$ cat src/rtl/agc_pkg.sv
// Shared definitions for the AGC gain search block: controller state
// encoding and the default gain / settle-counter widths.
package agc_pkg;

  localparam int AGC_GAIN_W   = 6;
  localparam int AGC_SETTLE_W = 4;

  // S_* states belong to the successive-approximation search,
  // T_* states to the +/-1 tracking loop that may follow it.
  typedef enum logic [2:0] {
    IDLE     = 3'd0,
    S_SETTLE = 3'd1,
    S_MEAS   = 3'd2,
    T_SETTLE = 3'd3,
    T_MEAS   = 3'd4,
    HOLD     = 3'd5
  } agc_state_e;

endpackage

$ cat src/rtl/agc_settle_timer.sv
// Settle down-counter. A load presets the count; while counting, the
// count steps down to zero and stops there. expired flags the last cycle
// of a settle interval, so a load of N yields exactly N counting cycles.
module agc_settle_timer
  import agc_pkg::*;
#(
  parameter int SETTLE_W = AGC_SETTLE_W
) (
  input  logic                clk,
  input  logic                RESET,
  input  logic                load,
  input  logic [SETTLE_W-1:0] load_val,
  input  logic                count,
  output logic                expired
);

  logic [SETTLE_W-1:0] cnt_q;
  logic [SETTLE_W-1:0] cnt_d;

  // Next count: a load always wins over counting; counting stops at zero.
  always_comb begin
    // NOTE: the default comes first so no path leaves cnt_d unassigned,
    // which would otherwise infer a latch.
    cnt_d = cnt_q;
    if (load) begin
      cnt_d = load_val;
    end else if (count && (cnt_q != '0)) begin
      cnt_d = cnt_q - SETTLE_W'(1);
    end
  end

  // Count register with synchronous active-high reset.
  always_ff @(posedge clk) begin
    // NOTE: non-blocking assignments make every flop sample the values
    // from before the edge, independent of block ordering.
    if (RESET) begin
      cnt_q <= '0;
    end else begin
      cnt_q <= cnt_d;
    end
  end

  // The cycle holding count 1 is the last settle cycle; 0 covers a zero load.
  assign expired = (cnt_q <= SETTLE_W'(1));

endmodule

$ cat src/rtl/agc_gain_search.sv
// AGC gain search controller. A start runs a successive-approximation
// search over the gain code (MSB first, one detector decision per bit,
// with a settle wait after every gain change). The result is then either
// held or, if track_en was high at completion, refined by +/-1 tracking
// steps. The applied gain is always clamped to [gain_min, gain_max];
// gain_max wins when the limits cross.
module agc_gain_search
  import agc_pkg::*;
#(
  parameter int GAIN_W   = AGC_GAIN_W,
  parameter int SETTLE_W = AGC_SETTLE_W
) (
  input  logic                clk,
  input  logic                RESET,
  input  logic                start,
  input  logic                track_en,
  input  logic [SETTLE_W-1:0] settle_cycles,
  input  logic [GAIN_W-1:0]   gain_min,
  input  logic [GAIN_W-1:0]   gain_max,
  input  logic                meas_valid,
  input  logic                up_dn,
  output logic [GAIN_W-1:0]   gain,
  output logic                meas_req,
  output logic                busy,
  output logic                done,
  output logic                sat
);

  localparam int                PTR_W    = $clog2(GAIN_W);
  localparam int                GW1      = GAIN_W + 1;
  localparam logic [GAIN_W-1:0] MSB_ONLY = {1'b1, {(GAIN_W-1){1'b0}}};
  localparam logic [PTR_W-1:0]  PTR_TOP  = PTR_W'(GAIN_W - 1);

  agc_state_e        state_q, state_d;
  logic [GAIN_W-1:0] trial_q, trial_d;
  logic [GAIN_W-1:0] gain_q,  gain_d;
  logic [PTR_W-1:0]  ptr_q,   ptr_d;
  logic              done_q,  done_d;

  logic [PTR_W-1:0]  ptr_m1;
  logic [GAIN_W-1:0] lim_lo, lim_hi;
  logic [GAIN_W-1:0] sar_next;
  logic [GAIN_W-1:0] step_up, step_dn;
  logic              settle_zero;
  logic              timer_load, timer_count, timer_expired;
  logic              in_track;

  // Clamp a code (one bit wider, so +1 cannot wrap) into [lo, hi].
  function automatic logic [GAIN_W-1:0] clamp_gain(input logic [GAIN_W:0]   x,
                                                   input logic [GAIN_W-1:0] lo,
                                                   input logic [GAIN_W-1:0] hi);
    logic [GAIN_W-1:0] r;
    if (x > {1'b0, hi}) begin
      r = hi;
    end else if (x < {1'b0, lo}) begin
      r = lo;
    end else begin
      r = x[GAIN_W-1:0];
    end
    return r;
  endfunction

  // Effective limits: a crossed pair collapses onto gain_max.
  assign lim_hi      = gain_max;
  assign lim_lo      = (gain_min > gain_max) ? gain_max : gain_min;
  assign settle_zero = (settle_cycles == '0);
  assign ptr_m1      = ptr_q - PTR_W'(1);
  assign in_track    = (state_q == T_SETTLE) || (state_q == T_MEAS);
  assign timer_count = (state_q == S_SETTLE) || (state_q == T_SETTLE);

  // SAR code after a decision: bit[ptr] follows up_dn, next lower bit trialled.
  always_comb begin
    sar_next        = trial_q;
    sar_next[ptr_q] = up_dn;
    if (ptr_q != '0) begin
      sar_next[ptr_m1] = 1'b1;
    end
  end

  // Tracking candidates: one code up or down, saturating at the limits.
  always_comb begin
    step_up = clamp_gain({1'b0, gain_q} + GW1'(1), lim_lo, lim_hi);
    if (gain_q == '0) begin
      step_dn = lim_lo;
    end else begin
      step_dn = clamp_gain({1'b0, gain_q} - GW1'(1), lim_lo, lim_hi);
    end
  end

  // Next-state and datapath update; start overrides any state and any measurement.
  always_comb begin
    state_d    = state_q;
    trial_d    = trial_q;
    gain_d     = gain_q;
    ptr_d      = ptr_q;
    done_d     = done_q;
    timer_load = 1'b0;

    if (start) begin
      trial_d    = MSB_ONLY;
      ptr_d      = PTR_TOP;
      gain_d     = clamp_gain({1'b0, MSB_ONLY}, lim_lo, lim_hi);
      done_d     = 1'b0;
      timer_load = 1'b1;
      state_d    = settle_zero ? S_MEAS : S_SETTLE;
    end else begin
      case (state_q)
        IDLE, HOLD: begin
          // Gain frozen; detector results are ignored.
        end

        S_SETTLE: begin
          if (timer_expired) begin
            state_d = S_MEAS;
          end
        end

        S_MEAS: begin
          if (meas_valid) begin
            trial_d = sar_next;
            gain_d  = clamp_gain({1'b0, sar_next}, lim_lo, lim_hi);
            if (ptr_q != '0) begin
              ptr_d      = ptr_m1;
              timer_load = 1'b1;
              state_d    = settle_zero ? S_MEAS : S_SETTLE;
            end else begin
              // Last bit decided: search complete, track_en sampled here only.
              done_d = 1'b1;
              if (track_en) begin
                timer_load = 1'b1;
                state_d    = settle_zero ? T_MEAS : T_SETTLE;
              end else begin
                state_d = HOLD;
              end
            end
          end
        end

        T_SETTLE: begin
          if (!track_en) begin
            state_d = HOLD;
          end else if (timer_expired) begin
            state_d = T_MEAS;
          end
        end

        T_MEAS: begin
          if (!track_en) begin
            state_d = HOLD;
          end else if (meas_valid) begin
            // A saturated step leaves gain unchanged but still re-settles.
            gain_d     = up_dn ? step_up : step_dn;
            timer_load = 1'b1;
            state_d    = settle_zero ? T_MEAS : T_SETTLE;
          end
        end

        default: begin
          state_d = IDLE;
        end
      endcase
    end
  end

  // Controller registers with synchronous active-high reset.
  always_ff @(posedge clk) begin
    if (RESET) begin
      state_q <= IDLE;
      trial_q <= '1;
      gain_q  <= '1;
      ptr_q   <= PTR_TOP;
      done_q  <= 1'b0;
    end else begin
      state_q <= state_d;
      trial_q <= trial_d;
      gain_q  <= gain_d;
      ptr_q   <= ptr_d;
      done_q  <= done_d;
    end
  end

  agc_settle_timer #(
    .SETTLE_W (SETTLE_W)
  ) u_settle_timer (
    .clk      (clk),
    .RESET    (RESET),
    .load     (timer_load),
    .load_val (settle_cycles),
    .count    (timer_count),
    .expired  (timer_expired)
  );

  assign gain     = gain_q;
  assign meas_req = (state_q == S_MEAS) || (state_q == T_MEAS);
  assign busy     = (state_q == S_SETTLE) || (state_q == S_MEAS);
  assign done     = done_q;
  assign sat      = in_track && ((gain_q == lim_lo) || (gain_q == lim_hi));

endmodule

$ cat config.mk
export PLATFORM = sky130hd
export DESIGN_NAME = agc_gain_search
export DESIGN_NICKNAME = d
export VERILOG_FILES = /design/src/rtl/agc_pkg.sv /design/src/rtl/agc_settle_timer.sv /design/src/rtl/agc_gain_search.sv
export SDC_FILE = /design/constraint.sdc
export NUM_CORES = 1
export LEC_CHECK = 0
export CORE_MARGIN = 8
export CORE_UTILIZATION = 40
export CTS_CLUSTER_SIZE = 30
export DETAILED_ROUTE_END_ITERATION = 12
export GPL_TIMING_DRIVEN = 1
export SLEW_MARGIN = 30
export SYNTH_ARGS = -nofsm -noshare
export SYNTH_HDL_FRONTEND = slang
export SYNTH_SLANG_ARGS = --single-unit
$ cat constraint.sdc
create_clock -name clk -period 4.6 [get_ports clk]
set_clock_uncertainty 0.05 [all_clocks]
set_input_delay 0.92 -clock clk [delete_from_list [all_inputs] [get_ports clk]]
set_output_delay 0.92 -clock clk [all_outputs]
set_load 0.01 [all_outputs]
==> results.txt <==
Post-synthesis cell count: 484
Initial Util: 0.411
Critical Path RT: 3.63 ns
Area growth syn-to-layout: 29.0%
Crit. End Element: primary output
CTS tree: yes
Initial antenna violation count: 0
Seq cells post-synth: 23
R2R Path Start: ptr_q[1]
Static Leak: 1.90 nW
Power per cell area: 230 nW/um^2
Max rail drop VDD: 116 uV
FF-to-FF setup slack: 0.60 ns
Initial DRC count: 356
Full die area: 12200 um^2
Crit path kind: input port to primary output
Total gr overflow: 0
Via density per instance: 6.02
Final Cycle Share: 0.970
Most common cell after layout, fill and taps aside: buf_4
CP Launch Type: input port
Buffers added on ports: 31
First-pass GRT wire length: 19400 um
Fin. Hold Viols: 0
Clock Sinks: 23
Minimum clock period: 4.46 ns
CTS Root Cell: clkbuf_8
Sequential area share after synthesis: 0.129
DRC errors left: 0
Max Cap Viol: 0
Antenna fix cells: 0
Synthesized area: 3560 um^2
RSZ-0062 raised after global routing: false
Most frequent cells in the layout: buf_4, nand2_1, nor2_1
Largest net degree at the start of global routing: 29
Status: finished, final reports clean
Via Count: 4000
Relative slew margins: 0.387
Detail Placement HPWL: 9330 um
Drt wl/cell: 18.3 um
Post-CTS Hold Buffers: 0
Reg2Reg Depth: 16
Dpl cell area: 4340 um^2
Worst Setup EP: sat
CP Data Arrival Time: 3.49 ns
Avg Synthesized Cell Area: 7.37 um^2
Fin. max-slew vios: 0
Fin nets: 615
Core Box Area: 8680 um^2
Die width: 110 um
Worst-path clk slew: 0.09 ns
Fmax: 224 MHz
Max Root-Sink Buffers: 2
Vias in the first global route: 3830
Remaining antenna violation count: 0
Pre-CTS WS: -0.455 ns
Total CTS buffers: 3
Yosys cell types: 78
Die extent in y: 110 um
Drt first pass iters: 5
Post-Syn Nets: 541
Setup Viol. Count Final: 0
Worst R2R End: gain[5]
Drt total wl: 12200 um
Global placer's final weighted congestion: 0.873
Layout cells sized above 1: 0.214
Worst slew pin tran: 0.916 ns
Final instance area: 4600 um^2
Final worst setup slack: 0.136 ns
Depth of the CTS H-tree: 1
Type of the most critical hold path: register to register
Clk_lat worst skew: 0.27 ns
Num rows: 34
Crit. Startpoint: gain_max[0]
Synth async-reset ratio: 0
Top Ports: 32
Worst Path Max Fanout: 3
Final Power: 1.06 mW
EDFF count, synth: 0
Yosys warnings: 0
Top_reg_cell synth: dfxtp_1
Tot GR Track Use: 0.185
==> critical path, stage by stage <==
cell             delay, ns
clkdlybuf4s50_1       0.51
ha_1                  0.27
nor2b_4               0.12
o21ai_2               0.08
buf_6                 0.14
a31oi_4               0.23
mux2i_4               0.35
xnor2_2               0.11
nor4_2                0.37
a21oi_2               0.11
a21oi_2               0.14
buf_2                 0.15
==> logic make-up after synthesis <==
group,count (synthesis),synth area share
and+or+nand+nor,172,0.240
AOI/OAI and AO/OA,169,0.354
buffers and inverters,47,0.0537
adders and majority gates,35,0.123
DFF,23,0.129
xor gates and xnor gates,20,0.0491
muxes,18,0.0512
==> registers in the layout, summed over array words and instances (netlist names) <==
signal and flops:
done 1, ptr_q 3, gain 6, trial_q 6, u_settle_timer.cnt_q 4, state_q 3
==> metrics by stage <==
step	utilization	setup TNS (ns)	hold WS [ns]	cells
after floorplan	-	0	0.404	484
after global placement	0.500	-1.84	0.425	657
after detailed placement	0.500	-2.51	0.433	657
after CTS	0.511	0	0.455	661
after global routing	0.530	0	0.481	665
final	0.530	0	0.453	665
==> how the worst min path moves through the flow <==
stage	depth (start not counted)	to	slack, ns	start
finish	2	trial_q[5]	0.45	trial_q[5]
global route	2	trial_q[5]	0.48	trial_q[5]
CTS	2	trial_q[5]	0.45	trial_q[5]
detailed placement	2	trial_q[5]	0.43	trial_q[5]
global placement	2	trial_q[5]	0.42	trial_q[5]
floorplan	2	trial_q[5]	0.40	trial_q[5]
==> what timing repair did <==
item / in CTS / in global routing
pin swaps: 3 / 10
endpoints found under the setup margin: 6 / 7
gates resized for setup: 13 / 31
buffers inserted: 0 / 4
==> synth_stat cells (4+ instances only) <==
master | instances | share of area
nand4_1 | 5 | 0.0088
o21ai_0 | 32 | 0.045
or2_2 | 4 | 0.0070
o31ai_1 | 5 | 0.011
dfxtp_1 | 23 | 0.13
a31oi_1 | 4 | 0.0070
nand3b_1 | 4 | 0.0084
xor2_1 | 4 | 0.0098
mux2i_1 | 16 | 0.045
or3_1 | 4 | 0.0070
o21bai_1 | 6 | 0.013
o211ai_1 | 9 | 0.019
a21oi_1 | 38 | 0.053
nor3_1 | 13 | 0.018
inv_1 | 24 | 0.025
clkbuf_1 | 15 | 0.016
nand2_1 | 45 | 0.047
xnor2_1 | 16 | 0.039
nor2b_1 | 8 | 0.014
a221oi_1 | 6 | 0.015
and2_1 | 5 | 0.0088
a211oi_1 | 6 | 0.013
ha_1 | 35 | 0.12
o21a_1 | 7 | 0.015
nand3_1 | 12 | 0.017
nor2_1 | 42 | 0.044
a21o_1 | 7 | 0.015
nand2b_1 | 13 | 0.023
==> power by group <==
part           internal [mW]  switching [mW]
Combinational          0.326           0.358
Clock                 0.0607          0.0735
Sequential             0.212          0.0297
Total                  0.598           0.462
==> routing by layer <==
layer / track usage / up-vias / share of wire
met4: 0.0306 / 0 / 0.016
met3: 0.0254 / 21 / 0.059
li1: - / 1947 / -
met1: 0.244 / 1896 / 0.46
met2: 0.315 / 136 / 0.47
met5: 0 / - / 0
==> layout make-up <==
type / count / area (um^2)
clock buffer: 3 / 41.3
clock inverter: 1 / 5.00
fill: 874 / 4080
inverter: 25 / 93.8
multi-input combinational: 414 / 3070
sequential: 23 / 460
tap: 108 / 135
timing repair buffer: 91 / 788
Note: power is estimated with default switching activity, not from simulation.
